--- src/rtl/apb_pkg.sv ---
// apb_pkg: shared FSM type, PPROT bit positions and width helpers for the
// APB requester/arbiter slice.
package apb_pkg;

  // Requester handshake phases
  typedef enum logic [1:0] {
    IDLE   = 2'd0,
    SETUP  = 2'd1,
    ACCESS = 2'd2
  } apb_state_e;

  // PPROT attribute bit positions
  localparam int unsigned PPROT_PRIV_BIT   = 0;
  localparam int unsigned PPROT_NONSEC_BIT = 1;
  localparam int unsigned PPROT_INSTR_BIT  = 2;
  localparam int unsigned PPROT_WIDTH      = 3;

  // One strobe bit per data byte
  function automatic int unsigned strb_width(input int unsigned data_width);
    return data_width / 8;
  endfunction

endpackage

--- src/rtl/apb_req_arbiter_if.sv ---
// apb_req_arbiter_if: command/response bundle toward the local sources plus
// the APB requester signals. master = arbiter side, slave = environment.
interface apb_req_arbiter_if
  import apb_pkg::*;
#(
  parameter int unsigned NUM_REQ    = 2,
  parameter int unsigned ADDR_WIDTH = 32,
  parameter int unsigned DATA_WIDTH = 32
);
  localparam int unsigned STRB_WIDTH = strb_width(DATA_WIDTH);

  // Local command side
  logic [NUM_REQ-1:0]             cmd_valid;
  logic [NUM_REQ-1:0]             cmd_ready;
  logic [NUM_REQ-1:0]             cmd_write;
  logic [NUM_REQ*ADDR_WIDTH-1:0]  cmd_addr;
  logic [NUM_REQ*DATA_WIDTH-1:0]  cmd_wdata;
  logic [NUM_REQ*STRB_WIDTH-1:0]  cmd_strb;
  logic [NUM_REQ*PPROT_WIDTH-1:0] cmd_prot;

  // Local response side
  logic [NUM_REQ-1:0]             rsp_valid;
  logic [DATA_WIDTH-1:0]          rsp_rdata;
  logic                           rsp_err;

  // APB requester side
  logic [ADDR_WIDTH-1:0]          paddr;
  logic [DATA_WIDTH-1:0]          pwdata;
  logic [STRB_WIDTH-1:0]          pstrb;
  logic [PPROT_WIDTH-1:0]         pprot;
  logic                           psel;
  logic                           penable;
  logic                           pwrite;
  logic                           pready;
  logic [DATA_WIDTH-1:0]          prdata;
  logic                           pslverr;

  modport master (
    input  cmd_valid, cmd_write, cmd_addr, cmd_wdata, cmd_strb, cmd_prot,
    input  pready, prdata, pslverr,
    output cmd_ready, rsp_valid, rsp_rdata, rsp_err,
    output paddr, pwdata, pstrb, pprot, psel, penable, pwrite
  );

  modport slave (
    output cmd_valid, cmd_write, cmd_addr, cmd_wdata, cmd_strb, cmd_prot,
    output pready, prdata, pslverr,
    input  cmd_ready, rsp_valid, rsp_rdata, rsp_err,
    input  paddr, pwdata, pstrb, pprot, psel, penable, pwrite
  );

endinterface

--- src/rtl/rr_arbiter.sv ---
// rr_arbiter: combinational round-robin pick. Searches req starting one past
// last_grant with wrap-around; the pointer register lives in the parent.
module rr_arbiter #(
  parameter  int unsigned NUM_REQ = 2,
  localparam int unsigned IDX_W   = $clog2(NUM_REQ)
) (
  input  logic [NUM_REQ-1:0] req,
  input  logic [IDX_W-1:0]   last_grant,
  output logic [NUM_REQ-1:0] grant
);

  logic             found;
  logic [IDX_W-1:0] idx;

  // Wrapped candidate index; last_grant only ever holds a legal index
  function automatic logic [IDX_W-1:0] wrap_idx(input logic [IDX_W-1:0] base,
                                                input int unsigned off);
    int unsigned sum;
    sum = 32'(base) + off;
    if (sum >= NUM_REQ) sum = sum - NUM_REQ;
    return IDX_W'(sum);
  endfunction

  // First requester after last_grant wins
  always_comb begin
    grant = '0;
    found = 1'b0;
    idx   = '0;
    for (int unsigned off = 1; off <= NUM_REQ; off++) begin
      idx = wrap_idx(last_grant, off);
      if (!found && req[idx]) begin
        grant[idx] = 1'b1;
        found      = 1'b1;
      end
    end
  end

endmodule

--- src/rtl/apb_req_arbiter.sv ---
// apb_req_arbiter: shares one APB requester port between NUM_REQ command
// sources, round-robin, one transfer at a time (IDLE -> SETUP -> ACCESS).
// Optional build macro: APB_TIMEOUT_EN aborts ACCESS after TIMEOUT_CYCLES
// cycles without pready and reports an error response.
module apb_req_arbiter
  import apb_pkg::*;
#(
  parameter int unsigned NUM_REQ        = 2,
  parameter int unsigned ADDR_WIDTH     = 32,
  parameter int unsigned DATA_WIDTH     = 32,
  parameter int unsigned TIMEOUT_CYCLES = 256
) (
  input logic               pclk,
  input logic               preset,
  apb_req_arbiter_if.master bus
);

  localparam int unsigned STRB_WIDTH = strb_width(DATA_WIDTH);
  localparam int unsigned IDX_W      = $clog2(NUM_REQ);

  // Elaboration-time parameter sanity
  if (NUM_REQ < 2 || NUM_REQ > 8) begin : g_bad_num_req
    $error("apb_req_arbiter: NUM_REQ must be 2..8");
  end
  if (DATA_WIDTH != 8 && DATA_WIDTH != 16 && DATA_WIDTH != 32) begin : g_bad_dw
    $error("apb_req_arbiter: DATA_WIDTH must be 8, 16 or 32");
  end
  if (TIMEOUT_CYCLES < 1) begin : g_bad_timeout
    $error("apb_req_arbiter: TIMEOUT_CYCLES must be at least 1");
  end

  apb_state_e              state;
  logic [IDX_W-1:0]        last_grant;
  logic [NUM_REQ-1:0]      grant_q;

  logic [NUM_REQ-1:0]      grant_c;
  logic [IDX_W-1:0]        grant_idx_c;
  logic                    accept_c;
  logic                    sel_write_c;
  logic [ADDR_WIDTH-1:0]   sel_addr_c;
  logic [DATA_WIDTH-1:0]   sel_wdata_c;
  logic [STRB_WIDTH-1:0]   sel_strb_c;
  logic [PPROT_WIDTH-1:0]  sel_prot_c;

`ifdef APB_TIMEOUT_EN
  localparam int unsigned CNT_W = $clog2(TIMEOUT_CYCLES + 1);
  logic [CNT_W-1:0] wait_cnt;
`endif

  rr_arbiter #(
    .NUM_REQ    (NUM_REQ)
  ) u_rr_arbiter (
    .req        (bus.cmd_valid),
    .last_grant (last_grant),
    .grant      (grant_c)
  );

  // Accept only in IDLE; ready is the one-hot grant in that same cycle
  assign accept_c      = (state == IDLE) && (|bus.cmd_valid);
  assign bus.cmd_ready = accept_c ? grant_c : '0;

  // One-hot mux of the granted source's command fields
  always_comb begin
    grant_idx_c = '0;
    sel_write_c = 1'b0;
    sel_addr_c  = '0;
    sel_wdata_c = '0;
    sel_strb_c  = '0;
    sel_prot_c  = '0;
    for (int i = 0; i < NUM_REQ; i++) begin
      if (grant_c[i]) begin
        grant_idx_c = IDX_W'(i);
        sel_write_c = bus.cmd_write[i];
        sel_addr_c  = bus.cmd_addr[i*ADDR_WIDTH +: ADDR_WIDTH];
        sel_wdata_c = bus.cmd_wdata[i*DATA_WIDTH +: DATA_WIDTH];
        sel_strb_c  = bus.cmd_strb[i*STRB_WIDTH +: STRB_WIDTH];
        sel_prot_c[PPROT_PRIV_BIT]   = bus.cmd_prot[i*PPROT_WIDTH + PPROT_PRIV_BIT];
        sel_prot_c[PPROT_NONSEC_BIT] = bus.cmd_prot[i*PPROT_WIDTH + PPROT_NONSEC_BIT];
        sel_prot_c[PPROT_INSTR_BIT]  = bus.cmd_prot[i*PPROT_WIDTH + PPROT_INSTR_BIT];
      end
    end
  end

  // Requester FSM with registered APB and response outputs
  always_ff @(posedge pclk) begin
    if (preset) begin
      state         <= IDLE;
      last_grant    <= IDX_W'(NUM_REQ - 1);
      grant_q       <= '0;
      bus.psel      <= 1'b0;
      bus.penable   <= 1'b0;
      bus.pwrite    <= 1'b0;
      bus.paddr     <= '0;
      bus.pwdata    <= '0;
      bus.pstrb     <= '0;
      bus.pprot     <= '0;
      bus.rsp_valid <= '0;
      bus.rsp_rdata <= '0;
      bus.rsp_err   <= 1'b0;
`ifdef APB_TIMEOUT_EN
      wait_cnt      <= '0;
`endif
    end else begin
      bus.rsp_valid <= '0;
      case (state)
        IDLE: begin
          if (accept_c) begin
            bus.paddr   <= sel_addr_c;
            bus.pwdata  <= sel_wdata_c;
            bus.pstrb   <= sel_write_c ? sel_strb_c : '0;
            bus.pprot   <= sel_prot_c;
            bus.pwrite  <= sel_write_c;
            bus.psel    <= 1'b1;
            bus.penable <= 1'b0;
            last_grant  <= grant_idx_c;
            grant_q     <= grant_c;
            state       <= SETUP;
          end
        end
        SETUP: begin
          bus.penable <= 1'b1;
`ifdef APB_TIMEOUT_EN
          wait_cnt    <= '0;
`endif
          state       <= ACCESS;
        end
        ACCESS: begin
          if (bus.pready) begin
            bus.psel      <= 1'b0;
            bus.penable   <= 1'b0;
            bus.rsp_valid <= grant_q;
            bus.rsp_rdata <= bus.pwrite ? '0 : bus.prdata;
            bus.rsp_err   <= bus.pslverr;
            state         <= IDLE;
          end
`ifdef APB_TIMEOUT_EN
          else if (wait_cnt == CNT_W'(TIMEOUT_CYCLES - 1)) begin
            // Completer never answered: abort with an error response
            bus.psel      <= 1'b0;
            bus.penable   <= 1'b0;
            bus.rsp_valid <= grant_q;
            bus.rsp_rdata <= '0;
            bus.rsp_err   <= 1'b1;
            state         <= IDLE;
          end else begin
            wait_cnt      <= wait_cnt + CNT_W'(1);
          end
`endif
        end
        default: begin
          bus.psel    <= 1'b0;
          bus.penable <= 1'b0;
          state       <= IDLE;
        end
      endcase
    end
  end

endmodule

--- src/flat_wrapper.sv ---
// flat-port wrapper written by rule: the top's interface ports become plain ports
module apb_req_arbiter_flat import apb_pkg::*;
#(
  parameter int unsigned NUM_REQ        = 2,
  parameter int unsigned ADDR_WIDTH     = 32,
  parameter int unsigned DATA_WIDTH     = 32,
  parameter int unsigned TIMEOUT_CYCLES = 256
)
  (pclk, preset, bus_cmd_valid, bus_cmd_write, bus_cmd_addr, bus_cmd_wdata, bus_cmd_strb, bus_cmd_prot, bus_pready, bus_prdata, bus_pslverr, bus_cmd_ready, bus_rsp_valid, bus_rsp_rdata, bus_rsp_err, bus_paddr, bus_pwdata, bus_pstrb, bus_pprot, bus_psel, bus_penable, bus_pwrite);
  apb_req_arbiter_if #(.NUM_REQ(NUM_REQ), .ADDR_WIDTH(ADDR_WIDTH), .DATA_WIDTH(DATA_WIDTH)) bus_i ();
  input logic pclk;
  input logic preset;
  input wire logic [$bits(bus_i.cmd_valid)-1:0] bus_cmd_valid;
  input wire logic [$bits(bus_i.cmd_write)-1:0] bus_cmd_write;
  input wire logic [$bits(bus_i.cmd_addr)-1:0] bus_cmd_addr;
  input wire logic [$bits(bus_i.cmd_wdata)-1:0] bus_cmd_wdata;
  input wire logic [$bits(bus_i.cmd_strb)-1:0] bus_cmd_strb;
  input wire logic [$bits(bus_i.cmd_prot)-1:0] bus_cmd_prot;
  input wire logic [$bits(bus_i.pready)-1:0] bus_pready;
  input wire logic [$bits(bus_i.prdata)-1:0] bus_prdata;
  input wire logic [$bits(bus_i.pslverr)-1:0] bus_pslverr;
  output wire logic [$bits(bus_i.cmd_ready)-1:0] bus_cmd_ready;
  output wire logic [$bits(bus_i.rsp_valid)-1:0] bus_rsp_valid;
  output wire logic [$bits(bus_i.rsp_rdata)-1:0] bus_rsp_rdata;
  output wire logic [$bits(bus_i.rsp_err)-1:0] bus_rsp_err;
  output wire logic [$bits(bus_i.paddr)-1:0] bus_paddr;
  output wire logic [$bits(bus_i.pwdata)-1:0] bus_pwdata;
  output wire logic [$bits(bus_i.pstrb)-1:0] bus_pstrb;
  output wire logic [$bits(bus_i.pprot)-1:0] bus_pprot;
  output wire logic [$bits(bus_i.psel)-1:0] bus_psel;
  output wire logic [$bits(bus_i.penable)-1:0] bus_penable;
  output wire logic [$bits(bus_i.pwrite)-1:0] bus_pwrite;
  assign bus_i.cmd_valid = bus_cmd_valid;
  assign bus_i.cmd_write = bus_cmd_write;
  assign bus_i.cmd_addr = bus_cmd_addr;
  assign bus_i.cmd_wdata = bus_cmd_wdata;
  assign bus_i.cmd_strb = bus_cmd_strb;
  assign bus_i.cmd_prot = bus_cmd_prot;
  assign bus_i.pready = bus_pready;
  assign bus_i.prdata = bus_prdata;
  assign bus_i.pslverr = bus_pslverr;
  assign bus_cmd_ready = bus_i.cmd_ready;
  assign bus_rsp_valid = bus_i.rsp_valid;
  assign bus_rsp_rdata = bus_i.rsp_rdata;
  assign bus_rsp_err = bus_i.rsp_err;
  assign bus_paddr = bus_i.paddr;
  assign bus_pwdata = bus_i.pwdata;
  assign bus_pstrb = bus_i.pstrb;
  assign bus_pprot = bus_i.pprot;
  assign bus_psel = bus_i.psel;
  assign bus_penable = bus_i.penable;
  assign bus_pwrite = bus_i.pwrite;
  apb_req_arbiter #(.NUM_REQ(NUM_REQ), .ADDR_WIDTH(ADDR_WIDTH), .DATA_WIDTH(DATA_WIDTH), .TIMEOUT_CYCLES(TIMEOUT_CYCLES)) u_core (.pclk(pclk), .preset(preset), .bus(bus_i));
endmodule
--- config.mk ---
export PLATFORM = sky130hd
export DESIGN_NAME = apb_req_arbiter_flat
export DESIGN_NICKNAME = d
export VERILOG_FILES = /design/src/rtl/apb_pkg.sv /design/src/rtl/apb_req_arbiter_if.sv /design/src/rtl/rr_arbiter.sv /design/src/rtl/apb_req_arbiter.sv /design/src/flat_wrapper.sv
export SDC_FILE = /design/constraint.sdc
export NUM_CORES = 1
export LEC_CHECK = 0
export ABC_CLOCK_PERIOD_IN_PS = 2060
export CAP_MARGIN = 15
export CORE_MARGIN = 4
export CORE_UTILIZATION = 35
export DETAILED_ROUTE_END_ITERATION = 7
export GPL_ROUTABILITY_DRIVEN = 0
export GPL_TIMING_DRIVEN = 1
export PLACE_DENSITY = 0.81
export REMOVE_ABC_BUFFERS = 1
export SYNTH_ARGS = -nofsm -noshare
export SYNTH_HDL_FRONTEND = slang
export SYNTH_SLANG_ARGS = --single-unit
--- constraint.sdc ---
create_clock -name pclk -period 2.06 [get_ports pclk]
set_input_delay 0.412 -clock pclk [delete_from_list [all_inputs] [get_ports pclk]]
set_output_delay 0.412 -clock pclk [all_outputs]
set_load 0.05 [all_outputs]
Word level (Yosys, flattened, before mapping)
Index checks and enable logic that the tools add are counted.

operators by class
  $add $sub $neg = 4
  $lt $le $gt $ge = 6
  eq/ne operators = 4
  mux-type cells = 35
  bitwise logic cells = 4
  reductions and logical operators = 12

operators with widths
  kind                                                                                  count
  32-bit 2-to-1 mux                                                                     5
  1-bit 2-to-1 mux                                                                      15
  4-bit 2-to-1 mux                                                                      3
  2-bit 2-to-1 mux                                                                      5
  3-bit 2-to-1 mux                                                                      2
  1-bit one-hot mux with 3 select lines                                                 2
  2-bit one-hot mux with 3 select lines                                                 1
  2-bit AND reduction                                                                   3
  1-bit logical AND                                                                     4
  1-bit by 2-bit < comparator with 1-bit output (second input constant)                 2
  1-bit by 2-bit adder with 3-bit output (second input constant)                        1
  3-bit by 2-bit greater-or-equal comparator with 1-bit output (second input constant)  1
  1-bit inverter                                                                        3
  3-bit AND reduction                                                                   1
  3-bit OR reduction                                                                    1
  1-bit by 1-bit adder with 2-bit output (second input constant)                        1
  1-bit demux with 1-bit select                                                         2
  2-bit by 1-bit == test with 1-bit output (second input constant)                      1
  2-bit == test (second input constant)                                                 1
  1-bit greater-or-equal comparator (second input constant)                             2
  2-bit greater-or-equal comparator (second input constant)                             1
  2-bit zero test                                                                       1
  2-bit by 1-bit inequality test with 1-bit output (second input constant)              1
  2-bit inequality test (second input constant)                                         1
  4 further kinds                                                                       5

storage, ports and cells
  bits in registers = 114
  input bits = 182
  output and inout bits = 111
  word-level logic and storage cells = 78

Longest topological paths before layout
  word-level depth = 13
  mapped depth = 6
  mapped depth without buffers = 4

Cells and area by module
Synthesis repeated with hierarchy kept, for this count alone.

unflattened totals
  cells, all modules = 523
  area, all modules = 4852.2 µm²

modules (own cells, without submodules)
  module           times used  cells each  area an instance (µm²)  sequential area each (µm²)
  apb_req_arbiter  1           520         4833.4                  2262.2
  rr_arbiter       1           3           18.8                    0.0

Worst setup path after synthesis
Ideal clock, no wire load.

  kind = reg2reg
  start point = reg u_core.state[1]
  end point = reg u_core.bus.paddr[22]
  setup time = 0.122 ns
  data arrival time = 1.652 ns
  data required time = 1.938 ns
  slack = 0.286 ns
  cell stages (with the launch flop) = 7
  path buffers = 2
  period minus slack after synthesis = 1.774 ns
  cells stage by stage = dfxtp_1 -> nor2_4 -> and3b_4 -> buf_6 -> buf_6 -> and2_1 -> a221o_1

on the way
  word-level cells in the longest chain between the ends = 3

RTL lines
  what                             line                                           text
  start, declared                  apb_req_arbiter.sv:32                          apb_state_e state;
  start signal, assigned           apb_req_arbiter.sv:87                          state <= IDLE;
  start signal, assigned           apb_req_arbiter.sv:117                         state <= SETUP;
  start signal, assigned           apb_req_arbiter.sv:125                         state <= ACCESS;
  2-bit zero test *                apb_req_arbiter.sv:59, apb_req_arbiter.sv:105
  1-bit logical AND                apb_req_arbiter.sv:59                          assign accept_c = (state == IDLE) && (|bus.cmd_valid);
  2-bit AND reduction (no line) *  --
  end signal, assigned             apb_req_arbiter.sv:108                         bus.paddr <= sel_addr_c;
  end, declared                    apb_req_arbiter_if.sv:42                       output paddr, pwdata, pstrb, pprot, psel, penable, pwrite

Mark *: on every way between the ends. The rest lies on a longest branch, timed or not.
A chain may end at the register's enable or synchronous reset.

Final worst setup path
  start point = in bus_cmd_valid[1]
  end point = out bus_cmd_ready[0]

on the way
  word-level cells in the longest chain between the ends = 7
  elaborated cells on any way between the ends = 13

RTL lines
  what                                                  line                   text
  start, declared                                       flat_wrapper.sv:13     input wire logic [$bits(bus_i.cmd_valid)-1:0] bus_cmd_valid;
  1-bit 2-to-1 mux (not written as such) (2 in series)  rr_arbiter.sv:31       if (!found && req[idx]) begin
  1-bit 2-to-1 mux                                      rr_arbiter.sv:31
  1-bit zero test                                       rr_arbiter.sv:31
  1-bit logical AND                                     rr_arbiter.sv:31
  2-bit 2-to-1 mux                                      rr_arbiter.sv:31
  2-bit 2-to-1 mux *                                    apb_req_arbiter.sv:60  assign bus.cmd_ready = accept_c ? grant_c : '0;
  end, declared                                         flat_wrapper.sv:22     output wire logic [$bits(bus_i.cmd_ready)-1:0] bus_cmd_ready;

Mark *: on every way between the ends. The rest lies on a longest branch, timed or not. The select of a mux whose other input is x is not followed.

==> flow_metrics.py <==
metrics = {
    "outcome": {
        "status": "finished, final reports clean",
    },
    "sta": {
        "period_share": 0.972,
        "fin_skew_ns": 0.00610,
        "setup_viol": 0,
        "slew_violations": 0,
        "grt_setup_unrepaired": "true",
        "fin_setup_tns_ns": 0,
        "timing_worst_slew_pin_value_ns": 0.683,
        "fmax_mhz": 499,
        "period_needed_ns": 2.00,
        "hold_viol": 0,
        "slew_headroom": 0.545,
        "fin_ws_ns": 0.0577,
    },
    "critical_path": {
        "critPathLaunch": "bus_cmd_valid[1]",
        "r2r_setup_slack_ns": 0.37,
        "end_kind": "output port",
        "worstPathMaxFanout": 3,
        "cp.required_ns": 1.65,
        "startpoint_type": "primary input",
        "setup.worst_path.class": "primary input to output port",
        "r2r_end": "u_core.bus.paddr[29]",
        "arrival_ns": 1.59,
        "r2r_start": "u_core.last_grant",
        "ff2ff_path_depth": 5,
    },
    "logic_synthesis": {
        "yosys_warnings": 0,
        "avgSynthCellArea_um2": 11.7,
        "ys_top_cells_by_area": "dfxtp_1, a221o_1, a22o_1",
        "syn_area_um2": 4140,
        "synth.ff_latch_count": 113,
        "ys_seq_area_frac": 0.546,
        "netlist.area_leader.share": 0.546,
        "synth_top_area_cell": "dfxtp_1",
        "syn_inst": 355,
        "ys_types": 29,
    },
    "final_layout": {
        "areaGrowthSynthToFinish_pct": 89.3,
        "final_nets": 833,
        "final_cell_area_um2": 7840,
        "layoutNonFillerInstCount": 806,
        "drive_gt1_frac": 0.0814,
        "antenna_cells": 0,
    },
    "power": {
        "p_leak_uw": 0.00310,
        "power_uw": 7080,
        "ir_drop_v": 0.000528,
        "powerDensity_nw_per_um2": 903,
    },
    "clock_tree": {
        "clockRootBuffer": "clkbuf_16",
        "clock_latency_ns": 0.41,
        "cts.sinks": 113,
        "cts.clk_slew.worst_paths_ns": 0.05,
        "ctsLongestPathBuffers": 2,
        "h-tree-depth": 4,
        "numCtsBuffers": 17,
        "cts_tree": "done",
    },
    "grt": {
        "met1_usage": 0.208,
        "antenna_found_initial": 0,
        "busiest_layer": "met2",
        "grt_pass1_vias": 4276,
        "grt_usage": 0.210,
        "met2_usage": 0.385,
        "grt_max_degree": 68,
        "use_met3": 0.100,
        "grt_pass1_wl_um": 22000,
        "grt_overflow": 0,
    },
    "routing": {
        "first_pass_iters": 4,
        "drc": 0,
        "drt_iter0_drc": 197,
        "via_per_inst": 5.08,
        "wl_per_cell_um": 18.7,
        "vias": 4091,
        "wl_um": 15000,
        "antenna_left": 0,
    },
    "die": {
        "coreArea_um2": 11500,
        "die_area_um2": 13600,
        "rows": 39,
        "die_h_um": 117,
        "io_pins": 293,
        "dieWidth_um": 117,
        "start_util": 0.360,
    },
    "hold_path": {
        "hold_depth": 2,
        "hold_path_end": "u_core.grant_q[0]",
        "hp-class": "flip-flop to flip-flop",
        "hold_start": "u_core.grant_q[0]",
    },
    "placed_design": {
        "post-place-ws_ns": -0.251,
        "portBuffers": 292,
        "place_area_um2": 7220,
        "hpwl_um": 11100,
        "dp_cells": 773,
    },
    "flow_run": {
        "cap_violations": 0,
    },
}
## cells in the final DEF (no fill, tap or decap), drive strengths merged, types with 3 or more instances in the layout
cell / count
clkdlybuf4s50: 284
dfxtp: 113
and2: 70
a221o: 67
a22o: 32
clkbuf: 26
buf: 19
nor2: 7
nand2: 6
a21oi: 4
a22oi: 4
o2bb2ai: 4
clkinv: 3
dlymetal6s2s: 3
## critical path, cell delays in order
cell and delay [ns]:
clkdlybuf4s50_1 0.43, buf_4 0.15, nand2b_1 0.10, nand3_1 0.19
inv_1 0.16, buf_12 0.15
## worst max-delay path by stage
stage / slack [ns] / cells after the start / to
2_1_floorplan: -1.77 / 4 / u_core.bus.paddr[0]
3_5_place_dp: -0.25 / 4 / u_core.bus.rsp_rdata[1]
4_1_cts: 0.007 / 1 / bus_rsp_rdata[15]
6_report: 0.06 / 6 / bus_cmd_ready[0]
3_3_place_gp: -0.17 / 4 / u_core.bus.rsp_rdata[9]
5_1_grt: -0.005 / 6 / bus_cmd_ready[0]
## layer usage
layer / share of wire / wire length [um] / vias to the layer above
li1: - / - / 1953
met1: 0.36 / 5400 / 1896
met2: 0.51 / 7670 / 217
met3: 0.11 / 1680 / 25
met4: 0.019 / 285 / 0
met5: 0 / 0 / -
## sequential cells by signal, summed over array words and instances (netlist names)
register / count
u_core.bus.paddr: 32
u_core.bus.pwdata: 32
u_core.bus.rsp_rdata: 32
u_core.bus.pstrb: 4
u_core.bus.pprot: 3
u_core.bus.rsp_valid: 2
u_core.grant_q: 2
u_core.state: 2
u_core.bus.psel: 1
u_core.bus.pwrite: 1
u_core.bus.rsp_err: 1
u_core.last_grant: 1
## cells in the mapped netlist (all sizes together)
cell type / instances
clkbuf: 2
inv: 2
a22oi: 4
nor2b: 2
dfxtp: 113
o21ai: 2
a21boi: 1
o2bb2ai: 4
nand3b: 1
buf: 28
and2: 70
nor2: 7
a31oi: 1
a221o: 67
nor3: 1
nand3: 2
nand2: 6
a21oi: 4
a22o: 32
mux2i: 2
nand2b: 1
nand4: 1
and3b: 1
a21o: 1
## cell type report
class / count / area [um^2]
Timing Repair Buffer: 307 / 3140
Clock inverter: 5 / 75.1
Tap cell: 143 / 179
Clock buffer: 26 / 509
Fill cell: 831 / 3670
Sequential cell: 113 / 2260
Inverter: 2 / 7.51
Multi-Input combinational cell: 210 / 1670
## what timing repair did
item,CTS,global route
hold endpoints to repair,0,0
endpoints found under the setup margin,1,5
setup buffers,0,1
pin swaps,0,1
resized for setup,1,3
hold buffers,0,0
## report_power, final
part	internal (uW)	total [uW]	switching (uW)
clock	1930	2870	942
combinational	789	1740	951
sequential	2370	2480	106
## metrics by stage
stage / hold WS [ns] / util
final: 0.455 / 0.681
after global routing: 0.475 / 0.681
after CTS: 0.454 / 0.677
after detailed placement: 0.447 / 0.627
after global placement: 0.441 / 0.627
after floorplan: 0.426 / -
## logic make-up after synthesis
logic type / count (synthesis) / share of synthesized area
and+or+nand+nor: 92 / 0.134
DFF: 113 / 0.546
muxes: 2 / 0.00483
AOI/OAI and AO/OA: 116 / 0.259
buffers and inverters: 32 / 0.0562
Note: power is estimated with default switching activity, not from simulation.
